`config.mk`:
```
export PLATFORM = sky130hd
export DESIGN_NAME = mem_port_arbiter
export DESIGN_NICKNAME = d
export VERILOG_FILES = /design/src/rtl/mips_mem_pkg.sv /design/src/rtl/arb_starve_guard.sv /design/src/rtl/mem_port_arbiter.sv
export SDC_FILE = /design/constraint.sdc
export NUM_CORES = 1
export LEC_CHECK = 0
export BUFFER_PORTS_ARGS = -buffer_cell sky130_fd_sc_hd__buf_2
export CAP_MARGIN = 20
export CORE_ASPECT_RATIO = 0.9
export CORE_MARGIN = 8
export CORE_UTILIZATION = 45
export DETAILED_ROUTE_END_ITERATION = 8
export PLACE_DENSITY = 0.74
export SYNTH_ARGS = -nofsm -noshare
export SYNTH_HDL_FRONTEND = slang
export SYNTH_HIERARCHICAL = 1
export SYNTH_SLANG_ARGS = --single-unit
```
`constraint.sdc`:
```
create_clock -name clk -period 2.5 [get_ports clk]
set_input_delay 0.125 -clock clk [delete_from_list [all_inputs] [get_ports clk]]
set_output_delay 0.125 -clock clk [all_outputs]
set_load 0.02 [all_outputs]
```
`src/rtl/mips_mem_pkg.sv`:
```
// Shared types for the unified-memory port arbiter: FSM states, owners and
// the access-size encoding seen on both the D request and the memory port.
package mips_mem_pkg;

    typedef enum logic [1:0] {
        IDLE = 2'd0,
        REQ  = 2'd1,
        RESP = 2'd2
    } arb_state_t;

    typedef enum logic [1:0] {
        OWN_NONE = 2'd0,
        OWN_IF   = 2'd1,
        OWN_D    = 2'd2
    } arb_owner_t;

    localparam logic [1:0] SZ_BYTE = 2'b00;
    localparam logic [1:0] SZ_HALF = 2'b01;
    localparam logic [1:0] SZ_WORD = 2'b10;

    // Counter width able to hold 0..max inclusive.
    function automatic int streak_width(input int max);
        return (max > 0) ? $clog2(max + 1) : 1;
    endfunction

endpackage

```
`src/rtl/arb_starve_guard.sv`:
```
// Data-first arbitration with a saturating streak counter so that a waiting
// fetch is granted after at most STREAK_MAX consecutive data grants.
module arb_starve_guard
    import mips_mem_pkg::*;
#(
    parameter int STREAK_MAX = 4
) (
    input  logic clk,
    input  logic reset,
    input  logic if_req,
    input  logic d_req,
    input  logic grant_stb,
    output logic grant_if,
    output logic grant_d
);

    localparam int SW = streak_width(STREAK_MAX);

    logic [SW-1:0] streak_q;
    logic [SW-1:0] streak_d;
    logic          at_max;

    always_comb begin
        at_max   = (streak_q == SW'(STREAK_MAX));
        grant_if = if_req && (!d_req || at_max);
        grant_d  = d_req && !grant_if;

        streak_d = streak_q;
        if (grant_stb) begin
            if (grant_if) begin
                streak_d = '0;
            end else if (grant_d && if_req && !at_max) begin
                // Only count data grants that actually made a fetch wait.
                streak_d = streak_q + 1'b1;
            end
        end
    end

    always_ff @(posedge clk or negedge reset) begin
        if (!reset) begin
            streak_q <= '0;
        end else begin
            streak_q <= streak_d;
        end
    end

endmodule

```
`src/rtl/mem_port_arbiter.sv`:
```
// Shares one single-ported memory between instruction fetch and the MEM-stage
// data access; registers the winning request and routes the response back.
module mem_port_arbiter
    import mips_mem_pkg::*;
#(
    parameter int AW         = 9,
    parameter int DW         = 32,
    parameter int STREAK_MAX = 4
) (
    input  logic          clk,
    input  logic          reset,

    input  logic          if_req,
    input  logic [AW-1:0] if_addr,
    output logic          if_valid,
    output logic [DW-1:0] if_rdata,

    input  logic          d_req,
    input  logic [AW-1:0] d_addr,
    input  logic [DW-1:0] d_wdata,
    input  logic          d_rw,
    input  logic [1:0]    d_size,
    input  logic          d_se,
    output logic          d_valid,
    output logic [DW-1:0] d_rdata,

    output logic          mem_req,
    output logic [AW-1:0] mem_addr,
    output logic [DW-1:0] mem_wdata,
    output logic          mem_rw,
    output logic [1:0]    mem_size,
    output logic          mem_se,
    input  logic          mem_ack,
    input  logic [DW-1:0] mem_rdata,

    output logic          if_stall,
    output logic          d_stall
);

    arb_state_t    state_q,     state_d;
    arb_owner_t    owner_q,     owner_d;
    logic          mem_req_q,   mem_req_d;
    logic [AW-1:0] mem_addr_q,  mem_addr_d;
    logic [DW-1:0] mem_wdata_q, mem_wdata_d;
    logic          mem_rw_q,    mem_rw_d;
    logic [1:0]    mem_size_q,  mem_size_d;
    logic          mem_se_q,    mem_se_d;
    logic          if_valid_q,  if_valid_d;
    logic          d_valid_q,   d_valid_d;
    logic [DW-1:0] if_rdata_q,  if_rdata_d;
    logic [DW-1:0] d_rdata_q,   d_rdata_d;

    logic grant_stb;
    logic grant_if;
    logic grant_d;

    assign grant_stb = (state_q == IDLE) && (if_req || d_req);

    arb_starve_guard #(
        .STREAK_MAX (STREAK_MAX)
    ) u_starve_guard (
        .clk       (clk),
        .reset     (reset),
        .if_req    (if_req),
        .d_req     (d_req),
        .grant_stb (grant_stb),
        .grant_if  (grant_if),
        .grant_d   (grant_d)
    );

    always_comb begin
        state_d     = state_q;
        owner_d     = owner_q;
        mem_req_d   = mem_req_q;
        mem_addr_d  = mem_addr_q;
        mem_wdata_d = mem_wdata_q;
        mem_rw_d    = mem_rw_q;
        mem_size_d  = mem_size_q;
        mem_se_d    = mem_se_q;
        if_valid_d  = 1'b0;
        d_valid_d   = 1'b0;
        if_rdata_d  = if_rdata_q;
        d_rdata_d   = d_rdata_q;

        case (state_q)
            IDLE: begin
                if (grant_stb) begin
                    state_d   = REQ;
                    mem_req_d = 1'b1;
                    if (grant_if) begin
                        // Fetches are always plain word reads.
                        owner_d     = OWN_IF;
                        mem_addr_d  = if_addr;
                        mem_wdata_d = '0;
                        mem_rw_d    = 1'b0;
                        mem_size_d  = SZ_WORD;
                        mem_se_d    = 1'b0;
                    end else if (grant_d) begin
                        owner_d     = OWN_D;
                        mem_addr_d  = d_addr;
                        mem_wdata_d = d_wdata;
                        mem_rw_d    = d_rw;
                        mem_size_d  = d_size;
                        mem_se_d    = d_se;
                    end
                end
            end
            REQ: begin
                if (mem_ack) begin
                    state_d   = RESP;
                    mem_req_d = 1'b0;
                    if (owner_q == OWN_IF) begin
                        if_valid_d = 1'b1;
                        if_rdata_d = mem_rdata;
                    end else if (owner_q == OWN_D) begin
                        d_valid_d = 1'b1;
                        if (!mem_rw_q) begin
                            d_rdata_d = mem_rdata;
                        end
                    end
                end
            end
            RESP: begin
                // Requester advances on the edge leaving RESP; no re-grant here.
                state_d = IDLE;
                owner_d = OWN_NONE;
            end
            default: begin
                state_d   = IDLE;
                owner_d   = OWN_NONE;
                mem_req_d = 1'b0;
            end
        endcase
    end

    always_ff @(posedge clk or negedge reset) begin
        if (!reset) begin
            state_q     <= IDLE;
            owner_q     <= OWN_NONE;
            mem_req_q   <= 1'b0;
            mem_addr_q  <= '0;
            mem_wdata_q <= '0;
            mem_rw_q    <= 1'b0;
            mem_size_q  <= '0;
            mem_se_q    <= 1'b0;
            if_valid_q  <= 1'b0;
            d_valid_q   <= 1'b0;
            if_rdata_q  <= '0;
            d_rdata_q   <= '0;
        end else begin
            state_q     <= state_d;
            owner_q     <= owner_d;
            mem_req_q   <= mem_req_d;
            mem_addr_q  <= mem_addr_d;
            mem_wdata_q <= mem_wdata_d;
            mem_rw_q    <= mem_rw_d;
            mem_size_q  <= mem_size_d;
            mem_se_q    <= mem_se_d;
            if_valid_q  <= if_valid_d;
            d_valid_q   <= d_valid_d;
            if_rdata_q  <= if_rdata_d;
            d_rdata_q   <= d_rdata_d;
        end
    end

    assign mem_req   = mem_req_q;
    assign mem_addr  = mem_addr_q;
    assign mem_wdata = mem_wdata_q;
    assign mem_rw    = mem_rw_q;
    assign mem_size  = mem_size_q;
    assign mem_se    = mem_se_q;
    assign if_valid  = if_valid_q;
    assign d_valid   = d_valid_q;
    assign if_rdata  = if_rdata_q;
    assign d_rdata   = d_rdata_q;

    // Stalls depend only on the request and the registered valid.
    assign if_stall  = if_req && !if_valid_q;
    assign d_stall   = d_req && !d_valid_q;

endmodule

```
==> summary.md <==
| Metric | Value |
|---|---|
| Sw Ratio | ~35% |
| Clk sink count | 119 |
| Ys flop type | dfrtp_1 |
| Antenna violations before repair | 0 |
| Layout Nets | approximately 670 |
| Skew-Pair Late Insertion Delay | between 0.4 and 0.5 ns |
| First-pass GRT wire length | roughly 21,000 um |
| Placed Cells | roughly 680 |
| Total internal power | approximately 6300 uW |
| DRC | 0 |
| Total negative setup slack | 0 ns |
| #FFs+latches synth | roughly 120 |
| Actual slew at the worst max-slew pin | 0.659 ns |
| Crit path max fanout | 45 |
| Critical-path top delay cell | dfrtp_1 |
| CP peak stage delay | ~0.40 ns |
| Growth of design area from synthesis to finish | 41.7% |
| Count leader, synth | dfrtp_1 |
| Root Buffer | clkbuf_16 |
| Post-synth EDFFs | 0 |
| Post-route clock period utilization | between 80 and 90% |
| DR vias | roughly 3,500 |
| Register area share after synthesis | 58.4% |
| Peak Freq | approximately 450 MHz |
| CTS buffer count | 17 |
| Avg Cell Area, Syn | 15.3 um^2 |
| Overflow after GRT | 0 |
| Worst clock skew | 0.00659 ns |
| Fill cell count | 837 |
| # Post-CTS Setup Buffers | 0 |
| Crit path cell chain | inv_1 > ha_1 > a21boi_4 > nor2b_4 > nor2b_2 > nor2_1 > nor4_4 > buf_12 > mux2_2 |
| Ratio of cells with drive above 1 in the final layout | 61.9% |
| Clock slew at reported path FFs | about 0.05 ns |
| CP Launch Type | flip-flop |
| IO Pins | 205 |
| Starting DRC count in detailed routing | 176 |
| Row cnt | 37 |
| Vias in the first global route | 4,072 |
| Core area | approximately 0.011 mm^2 |
| FFs w/ async S/R, synth | between 90% and 100% |
| Reg power frac | roughly a third |
| Top cells by area, synth | dfrtp_1, mux2_2, mux2_4 |
| Critical Path Sink Type | flip-flop |
| Slew Limit Fails | 0 |
| # setup viols final | 0 |
| Combinational Power Share | between 30% and 40% |
| Die ar. | ~0.015 mm^2 |
| Global Route Usage Sum | between 15 and 20% |
| Area leader, netlist | dfrtp_1 |
| H-Tree Depth | 4 |
| Netlist cell types | 32 |
| Clk buf depth | 2 |
| Antenna diode count | 0 |
| CTS tree | yes |
| Die Height | 117 um |
| Worst VDD drop | 0.000812 V |
| Routed WL per cell | between 15 and 20 um |
| Mapped Area | ~0.0051 mm^2 |
| Net Sw Power | ~3400 uW |
| Worst path arrival time | 2.49 ns |
| Synth top area share | between 50% and 60% |
| Clock network power share | a little over a quarter |
| Placer Congestion | roughly 0.76 |
| Power per cell area | 1350 mW/mm^2 |
| Slew headroom | between 50% and 60% |
| # port buffers | 204 |
| Register Area | around 0.0030 mm^2 |
| Synth Net Count | 427 |
| Total Wirelength | approximately 13,000 um |
| Worst setup path class | flip-flop to flip-flop |
| Tmin final | 2.20 ns |
| Drt first pass iters | 4 |
| Area occupied by multi-input gates | 0.00198 mm^2 |
| RSZ-0062 raised after global routing | no |
| # Max-Cap Violations | 0 |
| Syn Inst Count | approximately 330 |
| Detailed placement HPWL | approximately 9000 um |
| Die width | about 130 um |
| Routed Antenna Nets | 0 |
| Hold/Removal Path Class | primary input to flip-flop |
| P_leak | 0.00368 uW |
| Count of non-filler cells in the finished layout | between 700 and 800 |
| Largest net degree at the start of global routing | slightly below 60 |
| Ys Warns | 6 |
| Final hold viol count | 0 |
| Worst Path Required | approximately 2.8 ns |
| Post-synth top cells | dfrtp_1, mux2_2, nor2b_1 |
| Initial Util | a little under half |
| Drt via density | approximately 4.7 |
| Status | completed |
-- power by group through the flow --
stage | clock network [uW] | logic, uW | registers [uW]
floorplan | 0 | 1410 | 4400
global placement | 0 | 3730 | 3320
global route | 2720 | 4050 | 3470
finish | 2580 | 3810 | 3350
CTS | 2630 | 3870 | 3350
detailed placement | 0 | 3820 | 3350
-- worst paths after layout --
check                                                start             to  slack (ns)  cells after the start
worst max register to register  u_starve_guard/streak_q[0]  mem_wdata[26]        0.30                      9
min in group asynchronous                            reset  mem_wdata[15]        0.22                      2
max in group asynchronous                            reset    d_rdata[19]        1.56                      3
worst min-delay path                             d_size[1]    mem_size[1]        0.02                      3
worst min register to register                mem_wdata[3]   mem_wdata[3]        0.48                      1
worst max-delay path            u_starve_guard/streak_q[0]  mem_wdata[26]        0.30                      9
-- sequential cells by signal, summed over array words and instances (netlist names), 2 cells and up --
register                 flops
state_q                      2
mem_wdata                   32
mem_size                     2
owner_q                      2
mem_addr                     9
if_rdata                    32
d_rdata                     32
u_starve_guard/streak_q      3
-- logic make-up (layout without fill, tap and decap cells) --
family / Yosys count / in the layout / share of synthesized area [%]
flops: 119 / 119 / 58.4
mux: 118 / 118 / 28.3
simple gates: 59 / 59 / 7.78
buf+inv: 22 / 279 / 3.04
compound gates: 14 / 14 / 2.01
fa+ha+maj: 2 / 2 / 0.491
-- cells in the final DEF, fill, tap and decap left out, drive strengths merged, types with 2 or more instances in the layout --
cell,netlist,final
dfrtp,119,119
a21oi,3,3
o21ba,2,2
clkinv,0,3
clkbuf,4,25
inv,5,5
nand2,6,6
nor3b,3,3
nor2,5,5
nor2b,39,39
dlygate4sd3,0,33
bufinv,0,3
mux2,117,117
ha,2,2
buf,13,209
o21ai,6,6
-- timing repair --
action	CTS	global route
resized for setup	0	0
hold buffers	33	0
endpoints found under the hold margin	101	0
-- area by class of cell --
| type | count | share of cell area, % |
|---|---|---|
| flip-flops and latches | 119 | 41.2 |
| multi-input cells | 193 | 27.4 |
| repair buffers | 242 | 19.6 |
| clock buffers | 25 | 7.28 |
| well taps | 156 | 2.70 |
| clock inverters | 7 | 1.56 |
| inverters | 5 | 0.260 |
-- through the flow --
stage                     setup slack (ns)  cell area (um^2)  util (%)  hold WS [ns]  total power, uW
after floorplan                      0.308              5100         -        -0.171             5800
after global placement               0.384              6250      55.6         0.117             7050
after CTS                            0.293              7220      64.2       0.00773             9840
final                                0.299              7220      64.2        0.0205             9750
after detailed placement             0.317              6250      55.6         0.119             7170
after global routing                 0.186              7220      64.2        0.0164            10200
-- critical path: cells and delay by family (launching register included) --
family                   cells  cell delay, ns
adder cells (fa/ha/maj)      1            0.24
buffers and inverters        2            0.35
AO/OA/AOI/OAI                1            0.22
multiplexers                 1            0.37
AND/OR/NAND/NOR              4            0.48
flip-flops                   1            0.40
-- routing by layer --
metal  track usage (%)  wire length (um)  vias to the layer above
li1                  -                 -                     1647
met1              19.0              5040                     1774
met2              31.7              6880                       97
met3              5.80               641                       23
met4              8.70               303                        0
met5                 0                 0                        -
(Power assumes the default switching activity.)
